<file path="config.mk">
export PLATFORM = sky130hd
export DESIGN_NAME = msdap_out_collector
export DESIGN_NICKNAME = d
export VERILOG_FILES = /design/src/rtl/msdap_out_collector.sv
export SDC_FILE = /design/constraint.sdc
export NUM_CORES = 1
export LEC_CHECK = 0
export ABC_AREA = 1
export CORE_ASPECT_RATIO = 0.8
export CORE_MARGIN = 2
export CORE_UTILIZATION = 54
export DETAILED_ROUTE_END_ITERATION = 6
export HOLD_SLACK_MARGIN = 0.12
export PLACE_DENSITY = 0.76
export SLEW_MARGIN = 40
export SYNTH_ARGS = -nofsm -noshare
export SYNTH_HDL_FRONTEND = slang
export SYNTH_SLANG_ARGS = --single-unit
export TNS_END_PERCENT = 30
</file>
<file path="constraint.sdc">
create_clock -name Sclk -period 2.5 [get_ports Sclk]
set_input_delay 0.375 -clock Sclk [delete_from_list [all_inputs] [get_ports Sclk]]
set_output_delay 0.375 -clock Sclk [all_outputs]
set_load 0.01 [all_outputs]
</file>
<file path="src/rtl/msdap_out_collector.sv">
// Capture stage for the MSDAP serial outputs: deserialises framed MSB-first
// L/R words and queues completed pairs in a small valid/ready FIFO.
module msdap_out_collector #(
    parameter int unsigned WIDTH = 40,
    parameter int unsigned DEPTH = 4
) (
    input  logic                     Sclk,
    input  logic                     Reset_n,
    input  logic                     Frame,
    input  logic                     OutReady,
    input  logic                     OutputL,
    input  logic                     OutputR,
    input  logic                     rd_ready,
    output logic                     rd_valid,
    output logic [WIDTH-1:0]         rd_dataL,
    output logic [WIDTH-1:0]         rd_dataR,
    output logic [$clog2(DEPTH):0]   fifo_count,
    output logic                     overflow,
    output logic [7:0]               frame_err_cnt,
    output logic [15:0]              words_captured
);

    localparam int unsigned AW = $clog2(DEPTH);
    localparam logic [AW:0] PTR_ONE = {{AW{1'b0}}, 1'b1};

    typedef enum logic {IDLE, SHIFT} state_t;

    state_t           state_q, state_d;
    logic [5:0]       cnt_q, cnt_d;
    logic [WIDTH-2:0] sh_l_q, sh_l_d, sh_r_q, sh_r_d;
    logic [AW:0]      wr_ptr_q, wr_ptr_d, rd_ptr_q, rd_ptr_d;
    logic [WIDTH-1:0] mem_l_q [DEPTH];
    logic [WIDTH-1:0] mem_r_q [DEPTH];
    logic             ovf_q, ovf_d;
    logic [7:0]       err_q, err_d;
    logic [15:0]      wc_q, wc_d;

    logic             word_done, abort, full, empty, do_push, do_pop;
    logic [WIDTH-1:0] word_l, word_r;

    always_comb begin
        state_d   = state_q;
        cnt_d     = cnt_q;
        sh_l_d    = sh_l_q;
        sh_r_d    = sh_r_q;
        word_done = 1'b0;
        abort     = 1'b0;
        word_l    = {sh_l_q, OutputL};
        word_r    = {sh_r_q, OutputR};

        unique case (state_q)
            IDLE: begin
                if (Frame && OutReady) begin
                    state_d = SHIFT;
                    cnt_d   = 6'(WIDTH - 2);
                    sh_l_d  = {{(WIDTH-2){1'b0}}, OutputL};
                    sh_r_d  = {{(WIDTH-2){1'b0}}, OutputR};
                end
            end
            SHIFT: begin
                // Priority: OutReady loss aborts, then Frame resyncs, then completion.
                if (!OutReady) begin
                    abort   = 1'b1;
                    state_d = IDLE;
                end else if (Frame) begin
                    abort  = 1'b1;
                    cnt_d  = 6'(WIDTH - 2);
                    sh_l_d = {{(WIDTH-2){1'b0}}, OutputL};
                    sh_r_d = {{(WIDTH-2){1'b0}}, OutputR};
                end else if (cnt_q == 6'd0) begin
                    word_done = 1'b1;
                    state_d   = IDLE;
                end else begin
                    cnt_d  = cnt_q - 6'd1;
                    sh_l_d = {sh_l_q[WIDTH-3:0], OutputL};
                    sh_r_d = {sh_r_q[WIDTH-3:0], OutputR};
                end
            end
        endcase
    end

    always_comb begin
        empty   = (wr_ptr_q == rd_ptr_q);
        full    = (wr_ptr_q[AW] != rd_ptr_q[AW]) &&
                  (wr_ptr_q[AW-1:0] == rd_ptr_q[AW-1:0]);
        do_pop  = !empty && rd_ready;
        // A simultaneous pop frees the slot, so a full FIFO still accepts the word.
        do_push = word_done && (!full || do_pop);

        wr_ptr_d = do_push ? wr_ptr_q + PTR_ONE : wr_ptr_q;
        rd_ptr_d = do_pop  ? rd_ptr_q + PTR_ONE : rd_ptr_q;
        ovf_d    = ovf_q | (word_done && full && !do_pop);
        err_d    = (abort && err_q != 8'hFF) ? err_q + 8'd1 : err_q;
        wc_d     = do_push ? wc_q + 16'd1 : wc_q;
    end

    always_ff @(posedge Sclk or negedge Reset_n) begin
        if (!Reset_n) begin
            state_q  <= IDLE;
            cnt_q    <= '0;
            sh_l_q   <= '0;
            sh_r_q   <= '0;
            wr_ptr_q <= '0;
            rd_ptr_q <= '0;
            ovf_q    <= 1'b0;
            err_q    <= '0;
            wc_q     <= '0;
            for (int unsigned i = 0; i < DEPTH; i++) begin
                mem_l_q[i] <= '0;
                mem_r_q[i] <= '0;
            end
        end else begin
            state_q  <= state_d;
            cnt_q    <= cnt_d;
            sh_l_q   <= sh_l_d;
            sh_r_q   <= sh_r_d;
            wr_ptr_q <= wr_ptr_d;
            rd_ptr_q <= rd_ptr_d;
            ovf_q    <= ovf_d;
            err_q    <= err_d;
            wc_q     <= wc_d;
            if (do_push) begin
                mem_l_q[wr_ptr_q[AW-1:0]] <= word_l;
                mem_r_q[wr_ptr_q[AW-1:0]] <= word_r;
            end
        end
    end

    assign rd_valid       = !empty;
    assign rd_dataL       = mem_l_q[rd_ptr_q[AW-1:0]];
    assign rd_dataR       = mem_r_q[rd_ptr_q[AW-1:0]];
    assign fifo_count     = wr_ptr_q - rd_ptr_q;
    assign overflow       = ovf_q;
    assign frame_err_cnt  = err_q;
    assign words_captured = wc_q;

endmodule
</file>
After elaboration in Yosys (flattened, before gate mapping)
Cells that the tools add are included.

storage, ports and cells
  bits of input ports = 7
  output and inout port bits = 109
  register bits after elaboration = 436

cells by class
  equality and inequality tests = 7
  magnitude comparators = 3
  bitwise logic cells = 4
  muxes and demuxes = 37
  add/sub/neg operators = 6
  reduce and logical (&&, ||, !) cells = 14

operator list
  operator               count
  $bwmux 160             2
  $mux 39                8
  $mux 40                5
  $bmux 40 s2            2
  $pmux 39 s2            2
  $demux 40 s2           1
  $mux 6                 4
  $add 16x1->16 const B  1
  $pmux 6 s2             1
  $mux 1                 11
  $add 8x1->8 const B    1
  $logic_and 1x1->1      8
  $ne 8x8->1 const B     1
  $add 3x1->3 const B    2
  $ge 3x3->1 const B     2
  $logic_not 6->1        1
  $not 2->3              2
  $sub 6x1->6 const B    1
  $ne 2x2->1 const B     2
  $eq 3x3->1             1
  $logic_not 1->1        3
  $lt 3x1->1 const B     1
  $ne 3x3->1 const B     1
  $reduce_and 3->1       1
  7 further kinds        7

Logic depth before layout (Yosys ltp)
  depth after elaboration = 8
  gate-level depth with buffers = 13
  mapped depth without buffers = 10

Worst setup path before layout
OpenSTA, ideal clock, no wires.

  path type = register to register
  start point = reg rd_ptr_q[1]
  end point = reg mem_l_q[0] (netlist bit)
  data required time = 2.435 ns
  period minus slack after synthesis = 2.352 ns
  stages on the path, launching flop included = 14
  slack = 0.148 ns
  setup time = 0.065 ns
  path buffers = 3
  arrival = 2.287 ns
  cells stage by stage = dfrtp_1 -> clkbuf_1 -> clkinv_1 -> clkbuf_1 -> ha_1 -> nand2_1 -> nor2_1 -> nand2_1 -> nand2_2 -> inv_2 -> nand2_1 -> clkbuf_1 -> nand2_1 -> nand2_1

on the way
  longest elaborated chain between the ends = 5
  elaborated cells between the ends (all ways) = 8
  those cells by class = eq/ne (2); reduce/logical (6)

RTL lines
  item                                                  RTL line  RTL
  start, declared                                       31        logic [AW:0] wr_ptr_q, wr_ptr_d, rd_ptr_q, rd_ptr_d;
  start signal, assigned                                118       rd_ptr_q <= rd_ptr_d;
  $eq 3x3->1 or $eq 2x2->1 (tied branches)              83, 85
  $logic_not 1->1 or $logic_and 1x1->1 (tied branches)  86, 84
  $logic_and 1x1->1 or $logic_not 1->1 (tied branches)  86, 88
  $logic_or 1x1->1 *                                    88        do_push = word_done && (!full || do_pop);
  $logic_and 1x1->1 *                                   88
  end signal, assigned by index                         123       mem_l_q[wr_ptr_q[AW-1:0]] <= word_l;
  end, declared                                         32        logic [WIDTH-1:0] mem_l_q [DEPTH];

Mark *: on every way between the ends. The rest lies on a longest branch, timed or not.
A chain may end at the register's enable or synchronous reset.

Final worst setup path
  start point = reg rd_ptr_q[0]
  end point = out rd_dataR[36]

on the way
  longest elaborated chain between the ends = 4

RTL lines
  item                                         RTL line  RTL
  $not 2->3 (implied by the code)              131       assign rd_dataR = mem_r_q[rd_ptr_q[AW-1:0]];
  $bmux 40 s2                                  131
  $mux 40 (implied by the code) (2 in series)  131
  end, declared                                16        output logic [WIDTH-1:0] rd_dataR,

No other way between the ends. The select of a mux whose other input is x is not followed.

==> run metrics <==
Worst slew margin=0.5081; Clk Latency, worst-skew pair=roughly 0.55 ns; share of cells above drive strength 1=0.09256; Layout Nets=2526; clk buf depth=3; Hold WC Path Type=input pin to async pin; Cell Int Power=roughly 14 mW; critical-path maximum fanout=36; Yosys reg bits=between 400 and 500; Die Wd=215.0 µm; Sw Pwr=7.397 mW; multi-input gate area in the final layout=roughly 7600 µm²; I/O Buffers=about 120; Clock Power Share=0.305; Tcrit/Tclk final=1.010; Inst Count DP=2912; post-route worst setup slack=-0.02512 ns; Non-Filler Instances=~3000; global-route wire length before repair=89.96 mm; Reg2Reg Capture Point=mem_l_q[96]$_DFFE_PN0P_; most common cell after layout, fill and taps aside=nand2_1; area share of fa/ha/maj cells after synthesis=0.007549; mux share of post-synthesis cell area=0; Synth Warn #=0; Lkg Pwr=~12 nW; status=finished, violations left; Routed Antenna Nets=0; Seq pwr share=0.337; area leader, netlist=dfrtp_1; DP Wirelength=roughly 29 mm; simple-gate share of the synthesized area=0.2889; Logic pwr share=0.358; drt first pass iters=7; r2r worst-path depth=11; total track usage=0.3003; Ports=approximately 120; TritonCTS clock tree=yes; Synth Area in Compound Gates=0.08453; syn_area_per_cell=7.985 µm²; most frequent cells in the layout=nand2_1, dfrtp_1, nor2_1, o21ai_0, o22ai_1; Area contributors post-synth=dfrtp_1, nand2_1, o21ai_0; post-synth top area share=0.5674; sequential element share of the synthesized area=0.5674; CTS sink count=between 400 and 500; Post-Route WL=54.99 mm; final hold vios=0; DR WL/cell=between 15 and 20 µm; DR iter-0 viols=1997; die area=around 37000 µm²; effective utilization at floorplan=0.5512; RR Startpoint=rd_ptr_q[0]$_DFFE_PN0P_; r2r setup slk=0.13 ns; RSZ-0062 raised after global routing=yes; Synth Flop Type=dfrtp_1; Sw Ratio=0.3418; Max Transition Viols Final=0; Post-Synthesis Cells=between 2000 and 2500; Die H=roughly 170 µm; Cell Rows=61; failing checks=setup timing; skew final=about 0.017 ns; power per standard cell area=roughly 940 nW/µm²; largest family of logic cells by synthesized area=simple AND/OR/NAND/NOR gates; GRT overflow=0; DRC errors left=0; initial antenna violation count=1; Cell Area, Synth=approximately 19000 µm²; cts bufs inserted=43; total negative slack=-0.08849 ns; ys async rst share=1.000; register area=between 10000 and 15000 µm²; Max Cap Violations=0; number of flops mapped to enable cells by yosys=0; syn nets=around 2400; Yosys cell types=29; VDD IR-drop max=0.4872 mV; endpoints failing setup=7; core area=approximately 35000 µm²; largest net degree at the start of global routing=84; GP Congestion=~0.85; layout filler cell count=between 2000 and 3000; Highest Clock Rate=a little under 400 MHz; WS Path Type=register to primary output; vias in the first global route=16910; startpoint types=register; min cycle time layout=about 2.5 ns; clk slew on worst S/H paths=approximately 0.060 ns; area grow syn2layout=20.11%; H-Tree Depth=2; XOR/XNOR Fraction of Synth Area=0.005466; Critical Path End Type=primary output; clock root cell=clkbuf_16; Arr. time, crit path=between 2 and 2.5 ns; Worst Max-Slew Pin Slew=0.7371 ns; Worst EP required=2.12 ns; vias=about 17000; via density per instance=approximately 5.6
==> routing by layer <==
metal  routed length, µm  track usage  up-vias  share of wire
li1                    -            -     7830              -
met1               23920       0.4301     8195           0.44
met2               24770       0.4622      838           0.45
met3                4964      0.06086      115          0.090
met4                1319      0.09838        2          0.024
met5                  13            0        -        0.00024
==> per-stage QoR <==
step                instance area, µm²  total power, mW  utilization  worst slack (ns)  hold WS [ns]
detailed placement               21260            14.31       0.6094           0.04971        0.3016
floorplan                        19230            10.76            -            0.1483       0.07941
global route                     23090            22.51       0.6619          -0.06310        0.3345
global placement                 21260            14.26       0.6094           0.07374        0.3011
finish                           23090            21.64       0.6621          -0.02512        0.3018
CTS                              23070            21.42       0.6614           -0.2341        0.3173
==> critical path: stages, from the launching register on <==
cell and delay (ns):
dfrtp_4 0.52, buf_4 0.16, buf_12 0.12, buf_16 0.17, nor2_2 0.15, o22ai_2 0.12, dlygate4sd2_1 0.30
==> power groups by stage <==
stage	clock network (mW)	registers (mW)	logic [mW]
floorplan	0	7.38	3.38
CTS	6.68	7.33	7.42
global route	6.98	7.29	8.23
finish	6.60	7.29	7.75
global placement	0	7.42	6.84
detailed placement	0	7.42	6.89
==> Yosys cell counts, types with 5 or more instances <==
| cell type | n |
|---|---|
| nand2_1 | 1159 |
| dfrtp_1 | 436 |
| nor2_1 | 194 |
| o21ai_0 | 176 |
| o22ai_1 | 115 |
| clkbuf_1 | 95 |
| inv_1 | 76 |
| nand3_1 | 54 |
| buf_2 | 40 |
| nand4_1 | 11 |
| ha_1 | 10 |
| xnor2_1 | 7 |
| nand3b_1 | 5 |
| xor2_1 | 5 |
==> flip-flops by register name, summed over array words and instances (netlist names) <==
name,cells
mem_l_q,160
mem_r_q,160
sh_l_q,39
sh_r_q,39
words_captured,16
frame_err_cnt,8
cnt_q,6
rd_ptr_q,3
wr_ptr_q,3
overflow,1
state_q,1
==> timing repair <==
item | in CTS | in global routing
endpoints found under the setup margin | 83 | 137
hold endpoints to repair | 42 | 0
pin swaps | 14 | 12
buffers inserted | 8 | 5
resized for setup | 194 | 67
gates cloned | 9 | 1
hold buffers | 1 | 0
==> cell families (layout without fill, tap and decap cells) <==
family / Yosys count / in the layout
AND/OR/NAND/NOR: 1433 / 1433
flip-flops: 436 / 436
AO/OA/AOI/OAI: 295 / 295
buffers and inverters: 221 / 352
XOR/XNOR: 12 / 12
adder cells (fa/ha/maj): 11 / 11
other: 0 / 2
==> worst max path at each step <==
stage	from	to	slack, ns	cells after the start
after global placement	rd_ptr_q[0]$_DFFE_PN0P_	rd_dataL[38]	0.07	6
after detailed placement	rd_ptr_q[0]$_DFFE_PN0P_	rd_dataL[38]	0.05	6
after global routing	rd_ptr_q[0]$_DFFE_PN0P_	rd_dataR[21]	-0.06	7
final	rd_ptr_q[0]$_DFFE_PN0P_	rd_dataR[36]	-0.03	6
after floorplan	rd_ptr_q[1]$_DFFE_PN0P_	mem_l_q[0]$_DFFE_PN0P_	0.15	13
after CTS	rd_ptr_q[0]$_DFFE_PN0P_	fifo_count[1]	-0.23	5
==> layout make-up <==
type / count / area share
Clock inverter: 12 / 0.006285
Sequential cell: 436 / 0.4727
Multi-Input combinational cell: 1751 / 0.3289
Timing Repair Buffer: 195 / 0.09655
Antenna cell: 2 / 0.0002167
Tap cell: 472 / 0.02557
Clock buffer: 64 / 0.05575
Inverter: 81 / 0.01409
Note: power is estimated with default switching activity, not from simulation.
